===== config.mk =====
export PLATFORM = sky130hd
export DESIGN_NAME = cop_issue
export DESIGN_NICKNAME = d
export VERILOG_FILES = /design/src/rtl/cop_issue.sv
export SDC_FILE = /design/constraint.sdc
export NUM_CORES = 1
export LEC_CHECK = 0
export CORE_ASPECT_RATIO = 1.25
export CORE_MARGIN = 4
export CORE_UTILIZATION = 34
export CTS_CLUSTER_SIZE = 16
export DETAILED_ROUTE_END_ITERATION = 16
export DONT_BUFFER_PORTS = 1
export GPL_TIMING_DRIVEN = 1
export SYNTH_ARGS = -nofsm -noshare
export SYNTH_HDL_FRONTEND = slang
export SYNTH_SLANG_ARGS = --single-unit
export TNS_END_PERCENT = 1

===== constraint.sdc =====
create_clock -name cop_clk -period 3.09 [get_ports cop_clk]
set_input_delay 0.309 -clock cop_clk [delete_from_list [all_inputs] [get_ports cop_clk]]
set_output_delay 0.309 -clock cop_clk [all_outputs]
set_load 0.01 [all_outputs]

===== src/rtl/cop_issue.sv =====
// cop_issue: core-side initiator for the custom-coprocessor bus.
//
// Takes one instruction at a time from the execute stage (req_*), drives it
// onto the coprocessor bus (cop_*) and holds it stable until the one-cycle
// cop_ready completion pulse. The result (cop_rd/cop_wr) is then returned on
// the response port (rsp_*). A watchdog aborts the op if the coprocessor
// never answers. Instructions whose opcode is not CUSOPCODE never reach the
// bus and are answered locally with a bad-opcode error.
//
// Handshakes: a transfer happens on a rising cop_clk edge where valid and
// ready are both high; a valid side holds its payload stable and keeps valid
// high until that edge.
//
// Ports:
//   cop_clk, cop_rst_n        clock, asynchronous active-low reset
//   req_valid/req_ready       request handshake; req_ready = (state == IDLE)
//   req_insn/req_rs1/req_rs2  instruction word and source operands
//   rsp_valid/rsp_ready       response handshake
//   rsp_data/rsp_wr           captured cop_rd / cop_wr
//   rsp_err                   00 ok, 01 timeout, 10 bad opcode
//   rsp_cycles                cycles cop_valid was high for this op (saturating)
//   cop_valid, cop_insn, cop_rs1, cop_rs2   request to coprocessor
//   cop_ready, cop_wr, cop_rd               completion pulse and result
//   cop_wait                  coprocessor stalling, informational only
//   busy                      state != IDLE
//   state                     current FSM state (debug)
//
// Optional feature macro COP_ISSUE_STATS_EN: adds saturating counters
//   stat_ops (completed ok ops), stat_tmo (timeouts) and stat_wait (ISSUE
//   cycles with cop_wait high).

module cop_issue #(
  parameter logic [6:0]     CUSOPCODE = 7'b0001011,
  parameter int             TOW       = 10,
  parameter logic [TOW-1:0] TIMEOUT   = 10'd1000
) (
  input  logic        cop_clk,
  input  logic        cop_rst_n,
  input  logic        req_valid,
  output logic        req_ready,
  input  logic [31:0] req_insn,
  input  logic [31:0] req_rs1,
  input  logic [31:0] req_rs2,
  output logic        rsp_valid,
  input  logic        rsp_ready,
  output logic [31:0] rsp_data,
  output logic        rsp_wr,
  output logic [1:0]  rsp_err,
  output logic [15:0] rsp_cycles,
  output logic        cop_valid,
  output logic [31:0] cop_insn,
  output logic [31:0] cop_rs1,
  output logic [31:0] cop_rs2,
  input  logic        cop_ready,
  input  logic        cop_wait,
  input  logic        cop_wr,
  input  logic [31:0] cop_rd,
`ifdef COP_ISSUE_STATS_EN
  output logic [15:0] stat_ops,
  output logic [15:0] stat_tmo,
  output logic [15:0] stat_wait,
`endif
  output logic        busy,
  output logic [1:0]  state
);

  typedef enum logic [1:0] {
    S_IDLE  = 2'd0,
    S_ISSUE = 2'd1,
    S_RESP  = 2'd2
  } state_t;

  localparam logic [1:0]     ERR_OK  = 2'b00;
  localparam logic [1:0]     ERR_TMO = 2'b01;
  localparam logic [1:0]     ERR_OPC = 2'b10;
  localparam logic [TOW-1:0] WD_LAST = TIMEOUT - {{(TOW-1){1'b0}}, 1'b1};

  state_t         state_q, state_d;
  logic           cop_valid_q, cop_valid_d;
  logic [31:0]    cop_insn_q, cop_insn_d;
  logic [31:0]    cop_rs1_q, cop_rs1_d;
  logic [31:0]    cop_rs2_q, cop_rs2_d;
  logic           rsp_valid_q, rsp_valid_d;
  logic [31:0]    rsp_data_q, rsp_data_d;
  logic           rsp_wr_q, rsp_wr_d;
  logic [1:0]     rsp_err_q, rsp_err_d;
  logic [15:0]    rsp_cycles_q, rsp_cycles_d;
  logic [TOW-1:0] wd_q, wd_d;

  // Completion and timeout events, only meaningful in ISSUE. cop_ready has
  // priority, so a timeout only counts when no completion arrives.
  logic op_done, op_tmo;
  assign op_done = (state_q == S_ISSUE) && cop_ready;
  assign op_tmo  = (state_q == S_ISSUE) && !cop_ready && (wd_q == WD_LAST);

  always_ff @(posedge cop_clk or negedge cop_rst_n) begin
    if (!cop_rst_n) begin
      state_q      <= S_IDLE;
      cop_valid_q  <= 1'b0;
      cop_insn_q   <= '0;
      cop_rs1_q    <= '0;
      cop_rs2_q    <= '0;
      rsp_valid_q  <= 1'b0;
      rsp_data_q   <= '0;
      rsp_wr_q     <= 1'b0;
      rsp_err_q    <= ERR_OK;
      rsp_cycles_q <= '0;
      wd_q         <= '0;
    end else begin
      state_q      <= state_d;
      cop_valid_q  <= cop_valid_d;
      cop_insn_q   <= cop_insn_d;
      cop_rs1_q    <= cop_rs1_d;
      cop_rs2_q    <= cop_rs2_d;
      rsp_valid_q  <= rsp_valid_d;
      rsp_data_q   <= rsp_data_d;
      rsp_wr_q     <= rsp_wr_d;
      rsp_err_q    <= rsp_err_d;
      rsp_cycles_q <= rsp_cycles_d;
      wd_q         <= wd_d;
    end
  end

  always_comb begin
    state_d      = state_q;
    cop_valid_d  = cop_valid_q;
    cop_insn_d   = cop_insn_q;
    cop_rs1_d    = cop_rs1_q;
    cop_rs2_d    = cop_rs2_q;
    rsp_valid_d  = rsp_valid_q;
    rsp_data_d   = rsp_data_q;
    rsp_wr_d     = rsp_wr_q;
    rsp_err_d    = rsp_err_q;
    rsp_cycles_d = rsp_cycles_q;
    wd_d         = wd_q;
    case (state_q)
      S_IDLE: begin
        if (req_valid) begin
          rsp_cycles_d = '0;
          if (req_insn[6:0] == CUSOPCODE) begin
            cop_insn_d  = req_insn;
            cop_rs1_d   = req_rs1;
            cop_rs2_d   = req_rs2;
            cop_valid_d = 1'b1;
            wd_d        = '0;
            state_d     = S_ISSUE;
          end else begin
            rsp_err_d   = ERR_OPC;
            rsp_data_d  = '0;
            rsp_wr_d    = 1'b0;
            rsp_valid_d = 1'b1;
            state_d     = S_RESP;
          end
        end
      end
      S_ISSUE: begin
        // cop_valid was high during this cycle, so it counts toward the op.
        if (rsp_cycles_q != 16'hFFFF) rsp_cycles_d = rsp_cycles_q + 16'd1;
        wd_d = wd_q + {{(TOW-1){1'b0}}, 1'b1};
        if (op_done) begin
          rsp_data_d  = cop_rd;
          rsp_wr_d    = cop_wr;
          rsp_err_d   = ERR_OK;
          cop_valid_d = 1'b0;
          rsp_valid_d = 1'b1;
          state_d     = S_RESP;
        end else if (op_tmo) begin
          rsp_data_d  = '0;
          rsp_wr_d    = 1'b0;
          rsp_err_d   = ERR_TMO;
          cop_valid_d = 1'b0;
          rsp_valid_d = 1'b1;
          state_d     = S_RESP;
        end
      end
      S_RESP: begin
        if (rsp_ready) begin
          rsp_valid_d = 1'b0;
          state_d     = S_IDLE;
        end
      end
      default: begin
        cop_valid_d = 1'b0;
        rsp_valid_d = 1'b0;
        state_d     = S_IDLE;
      end
    endcase
  end

  assign req_ready  = (state_q == S_IDLE);
  assign busy       = (state_q != S_IDLE);
  assign state      = state_q;
  assign cop_valid  = cop_valid_q;
  assign cop_insn   = cop_insn_q;
  assign cop_rs1    = cop_rs1_q;
  assign cop_rs2    = cop_rs2_q;
  assign rsp_valid  = rsp_valid_q;
  assign rsp_data   = rsp_data_q;
  assign rsp_wr     = rsp_wr_q;
  assign rsp_err    = rsp_err_q;
  assign rsp_cycles = rsp_cycles_q;

`ifdef COP_ISSUE_STATS_EN
  logic [15:0] stat_ops_q, stat_tmo_q, stat_wait_q;

  always_ff @(posedge cop_clk or negedge cop_rst_n) begin
    if (!cop_rst_n) begin
      stat_ops_q  <= '0;
      stat_tmo_q  <= '0;
      stat_wait_q <= '0;
    end else begin
      if (op_done && stat_ops_q != 16'hFFFF) stat_ops_q <= stat_ops_q + 16'd1;
      if (op_tmo && stat_tmo_q != 16'hFFFF) stat_tmo_q <= stat_tmo_q + 16'd1;
      if ((state_q == S_ISSUE) && cop_wait && stat_wait_q != 16'hFFFF)
        stat_wait_q <= stat_wait_q + 16'd1;
    end
  end

  assign stat_ops  = stat_ops_q;
  assign stat_tmo  = stat_tmo_q;
  assign stat_wait = stat_wait_q;
`else
  // cop_wait only feeds the statistics counters.
  logic unused_cop_wait;
  assign unused_cop_wait = cop_wait;
`endif

endmodule


==> tab_implementation.tex <==
\begin{tabular}{lr}
\hline
Metric & Value \\
\hline
\multicolumn{2}{l}{\textbf{Run status}} \\
\quad Violations in the final reports & negative hold slack \\
\quad Run status & finished, violations left \\
\multicolumn{2}{l}{\textbf{Flow run}} \\
\quad Count of maximum capacitance violations & 0 \\
\multicolumn{2}{l}{\textbf{Place}} \\
\quad Port bufs & 0 \\
\quad Final RePlAce weighted congestion & about 0.76 \\
\quad Final HPWL from detailed placement & 10600 um \\
\quad Placed cell count & a little under 700 \\
\multicolumn{2}{l}{\textbf{Floorplanning}} \\
\quad Starting utilization of the core area & 0.345 \\
\quad Die W & 131 um \\
\quad Top-level port count & 288 \\
\quad Die area & about 21000 um\^{}2 \\
\quad Die Span Y & approximately 160 um \\
\quad Core footprint & about 19000 um\^{}2 \\
\quad Core Rows & between 50 and 60 \\
\multicolumn{2}{l}{\textbf{Clocking}} \\
\quad TritonCTS Buffers & 17 \\
\quad Buffer type at the clock tree root & sky130\_fd\_sc\_hd\_\_clkbuf\_16 \\
\quad Number of clock sinks seen by CTS & around 160 \\
\quad TritonCTS clock tree & yes \\
\quad Worst skew pair latency & between 0.4 and 0.5 ns \\
\quad Number of H-tree levels & 4 \\
\quad Clock slew seen by the registers of the worst setup and hold paths & 0.07 ns \\
\quad Number of setup buffers added after CTS & 0 \\
\quad Largest buffer count on any clock path & 2 \\
\multicolumn{2}{l}{\textbf{STA}} \\
\quad Number of pins exceeding their max-slew limit in the final report & 0 \\
\quad Worst Max-Slew Pin Slew & approximately 1.0 ns \\
\quad Headroom to the max-slew limit & 0.321 \\
\quad Setup repair after global routing missed its margin & no \\
\quad Highest attainable clock frequency & 0.413 GHz \\
\quad Clock Skews & 0.00731 ns \\
\quad TNS Setup & 0 ns \\
\quad Final hold viol count & between 150 and 200 \\
\quad Final period util & 0.784 \\
\quad Total of endpoints with negative setup slack in the final report & 0 \\
\quad Final critical delay including setup and external delays & around 2.4 ns \\
\quad Worst hold margin & -0.417 ns \\
\multicolumn{2}{l}{\textbf{Synthesis}} \\
\quad Area fraction in compound gates after synthesis & 0.0940 \\
\quad Adder-Cell Fraction of Synth Area & 0.00388 \\
\quad Share of async-settable or async-resettable flops after synthesis & 1.00 \\
\quad Number of enable flip-flop cells after synthesis & 0 \\
\quad Multiplexer fraction of the synthesized cell area & 0.160 \\
\quad Sequential area share after synthesis & 0.624 \\
\quad Post-Synth XOR/XNOR Area & 0.0109 \\
\quad Primary FF master, synth & sky130\_fd\_sc\_hd\_\_dfrtp\_1 \\
\quad Post-synthesis register bit count & around 160 \\
\quad Cell Area, Synth & 6460 um\^{}2 \\
\quad Combinational family with the most area after synthesis & multiplexers \\
\quad Number of standard cells after synthesis & 470 \\
\quad Number of nets in the synthesized netlist & $\sim$610 \\
\quad Synthesized-area fraction occupied by and/or/nand/nor cells & 0.0810 \\
\quad Synth Area per Inst & $\sim$14 um\^{}2 \\
\quad Unique cell type count in the Yosys netlist & 52 \\
\quad Warning count from the yosys run & 0 \\
\multicolumn{2}{l}{\textbf{Cells and area}} \\
\quad Commonest non-fill, non-tap cells in the layout & sky130\_fd\_sc\_hd\_\_dfrtp\_1, sky130\_fd\_sc\_hd\_\_mux2\_2, sky130\_fd\_sc\_hd\_\_a22o\_1 \\
\quad Core Util, Final & 0.398 \\
\quad Number of standard cells in the layout, taps in and fillers out & roughly 730 \\
\quad Fraction of layout instances using a drive strength above 1 & 0.268 \\
\quad Area delta synth->final & 15.2\% \\
\quad Antenna diode count & 0 \\
\quad Most common cell after layout, fill and taps aside & sky130\_fd\_sc\_hd\_\_dfrtp\_1 \\
\quad Nets & 624 \\
\multicolumn{2}{l}{\textbf{Critical path}} \\
\quad Standard cell with the maximum stage delay on the critical path & sky130\_fd\_sc\_hd\_\_dfrtp\_1 \\
\quad Critical register-to-register path startpoint & state[1]\$\_DFFE\_PN0P\_ \\
\quad Startpoint class of the critical path & flip-flop \\
\quad Slowest stage delay, CP & approximately 0.54 ns \\
\quad Worst EP arrival & around 2.7 ns \\
\quad Crit path required time & around 3.4 ns \\
\quad Crit Path Class & reg2reg \\
\quad Crit Path Max Fanout & 97 \\
\quad FF-to-FF setup slack & 0.67 ns \\
\quad Critical Path Sink Type & flip-flop \\
\quad Sequence of cells on the critical path & or2\_1 > inv\_1 > nand2\_1 > nor2\_4 > buf\_12 > mux2\_2 \\
\quad Reg-to-Reg End & cop\_rs2[30]\$\_DFFE\_PN0P\_ \\
\quad R2r worst-path depth & 6 \\
\multicolumn{2}{l}{\textbf{Detailed routing}} \\
\quad Number of vias per cell & around 5.4 \\
\quad Final routed wire length divided by cell count & around 20 um \\
\quad Post-detailed-route DRC marker count & 0 \\
\quad Detailed Route WL & between 10000 and 15000 um \\
\quad DRT Pass-1 Iters & 4 \\
\quad Via count & 3918 \\
\quad Violation count after the first detailed-route iteration & 119 \\
\quad Post-detailed-route count of antenna-violating nets & 0 \\
\multicolumn{2}{l}{\textbf{Worst hold path}} \\
\quad Worst min path class & in2async \\
\multicolumn{2}{l}{\textbf{GRT}} \\
\quad Global-route wire length before repair & $\sim$23000 um \\
\quad Number of global-route vias before repair & 4178 \\
\quad Grt ovf & 0 \\
\quad Initial antenna violation count & 1 \\
\quad Largest net degree at the start of global routing & between 150 and 200 \\
\quad Overall track demand over capacity in global routing & 0.139 \\
\multicolumn{2}{l}{\textbf{Power and ir drop}} \\
\quad PD cells & roughly 630 nW/um\^{}2 \\
\quad Final Total Pwr & about 4.7 mW \\
\quad Leakage power figure & around 3.5 nW \\
\quad Peak supply drop & $\sim$0.31 mV \\
\hline
\end{tabular}
area by class of cell:
class | instances | area, um^2
clock inverters | 13 | 174
clock buffers | 19 | 443
well taps | 232 | 290
flip-flops and latches | 161 | 4030
inverters | 8 | 30.0
multi-input cells | 278 | 2260
fillers | 1723 | 11300
repair buffers | 21 | 208
critical path, delay by kind of cell (launching register included):
kind          cells  cell delay [ns]
simple gates      3             0.70
flops             1             0.54
buf+inv           2             0.50
mux               1             0.41
cells by family (layout without fill, tap and decap cells):
| logic type | Yosys count | count (layout) |
|---|---|---|
| and+or+nand+nor | 93 | 93 |
| adders and majority gates | 2 | 2 |
| muxes | 92 | 92 |
| xor gates and xnor gates | 8 | 8 |
| DFF | 161 | 161 |
| buffers and inverters | 31 | 61 |
| AOI/OAI and AO/OA | 83 | 83 |
routing by layer:
| metal | vias up | part of all wire | track usage |
|---|---|---|---|
| li1 | 1749 | - | - |
| met1 | 1948 | 0.36 | 0.146 |
| met2 | 206 | 0.52 | 0.246 |
| met3 | 13 | 0.10 | 0.0607 |
| met4 | 2 | 0.013 | 0.0516 |
| met5 | - | 0.00074 | 0 |
sequential cells by signal (all words and copies together), names as in the netlist:
name,flops
wd_q,10
rsp_data,32
cop_rs2,32
cop_valid,1
rsp_cycles,16
cop_rs1,32
rsp_err,2
rsp_valid,1
state,2
cop_insn,32
rsp_wr,1
what timing repair did:
| action | 4_1_cts | 5_1_grt |
|---|---|---|
| resized for setup | 0 | 0 |
| hold endpoints to repair | 175 | 162 |
| endpoints found under the setup margin | 0 | 0 |
| hold buffers | 14 | 1 |
worst max path at each step:
stage / from / to / slack (ns) / cells after the start
2_1_floorplan: state[0]$_DFFE_PN0P_ / cop_rs2[20]$_DFFE_PN0P_ / 1.16 / 7
3_3_place_gp: req_insn[5] / rsp_data[26]$_DFFE_PN0P_ / 0.66 / 5
3_5_place_dp: req_insn[5] / rsp_data[11]$_DFFE_PN0P_ / 0.56 / 5
4_1_cts: state[1]$_DFFE_PN0P_ / cop_rs2[30]$_DFFE_PN0P_ / 0.70 / 6
5_1_grt: state[1]$_DFFE_PN0P_ / cop_rs2[30]$_DFFE_PN0P_ / 0.55 / 6
6_report: state[1]$_DFFE_PN0P_ / cop_rs2[30]$_DFFE_PN0P_ / 0.67 / 6
per-stage QoR:
stage / cell area (um^2) / setup slack, ns
6_report: 7440 / 0.668
5_1_grt: 7440 / 0.549
4_1_cts: 7430 / 0.702
3_5_place_dp: 6670 / 0.559
3_3_place_gp: 6670 / 0.658
2_1_floorplan: 6460 / 1.16
power breakdown:
group	switching (mW)	internal, mW
Sequential	0.113	2.20
Clock	0.871	1.31
Combinational	0.0832	0.0931
cell usage after synthesis (all sizes together), types with 2 or more instances:
master / instances / share of area
a21o: 2 / 0.0023
a21oi: 10 / 0.0078
a22o: 33 / 0.045
a31oi: 3 / 0.0029
and3: 2 / 0.0019
buf: 16 / 0.018
clkbuf: 7 / 0.0041
dfrtp: 161 / 0.62
ha: 2 / 0.0039
inv: 8 / 0.0047
mux2: 89 / 0.16
mux2i: 3 / 0.0047
nand2: 15 / 0.0091
nand2b: 3 / 0.0029
nand3: 17 / 0.014
nand4: 4 / 0.0048
nor2: 21 / 0.013
nor2b: 5 / 0.0048
nor3: 6 / 0.0054
nor4: 7 / 0.0091
o21a: 2 / 0.0023
o21ai: 20 / 0.017
o31ai: 4 / 0.0047
or2: 5 / 0.0048
or4: 4 / 0.0052
xnor2: 8 / 0.011
No activity file was read; power rests on OpenSTA's default activity.
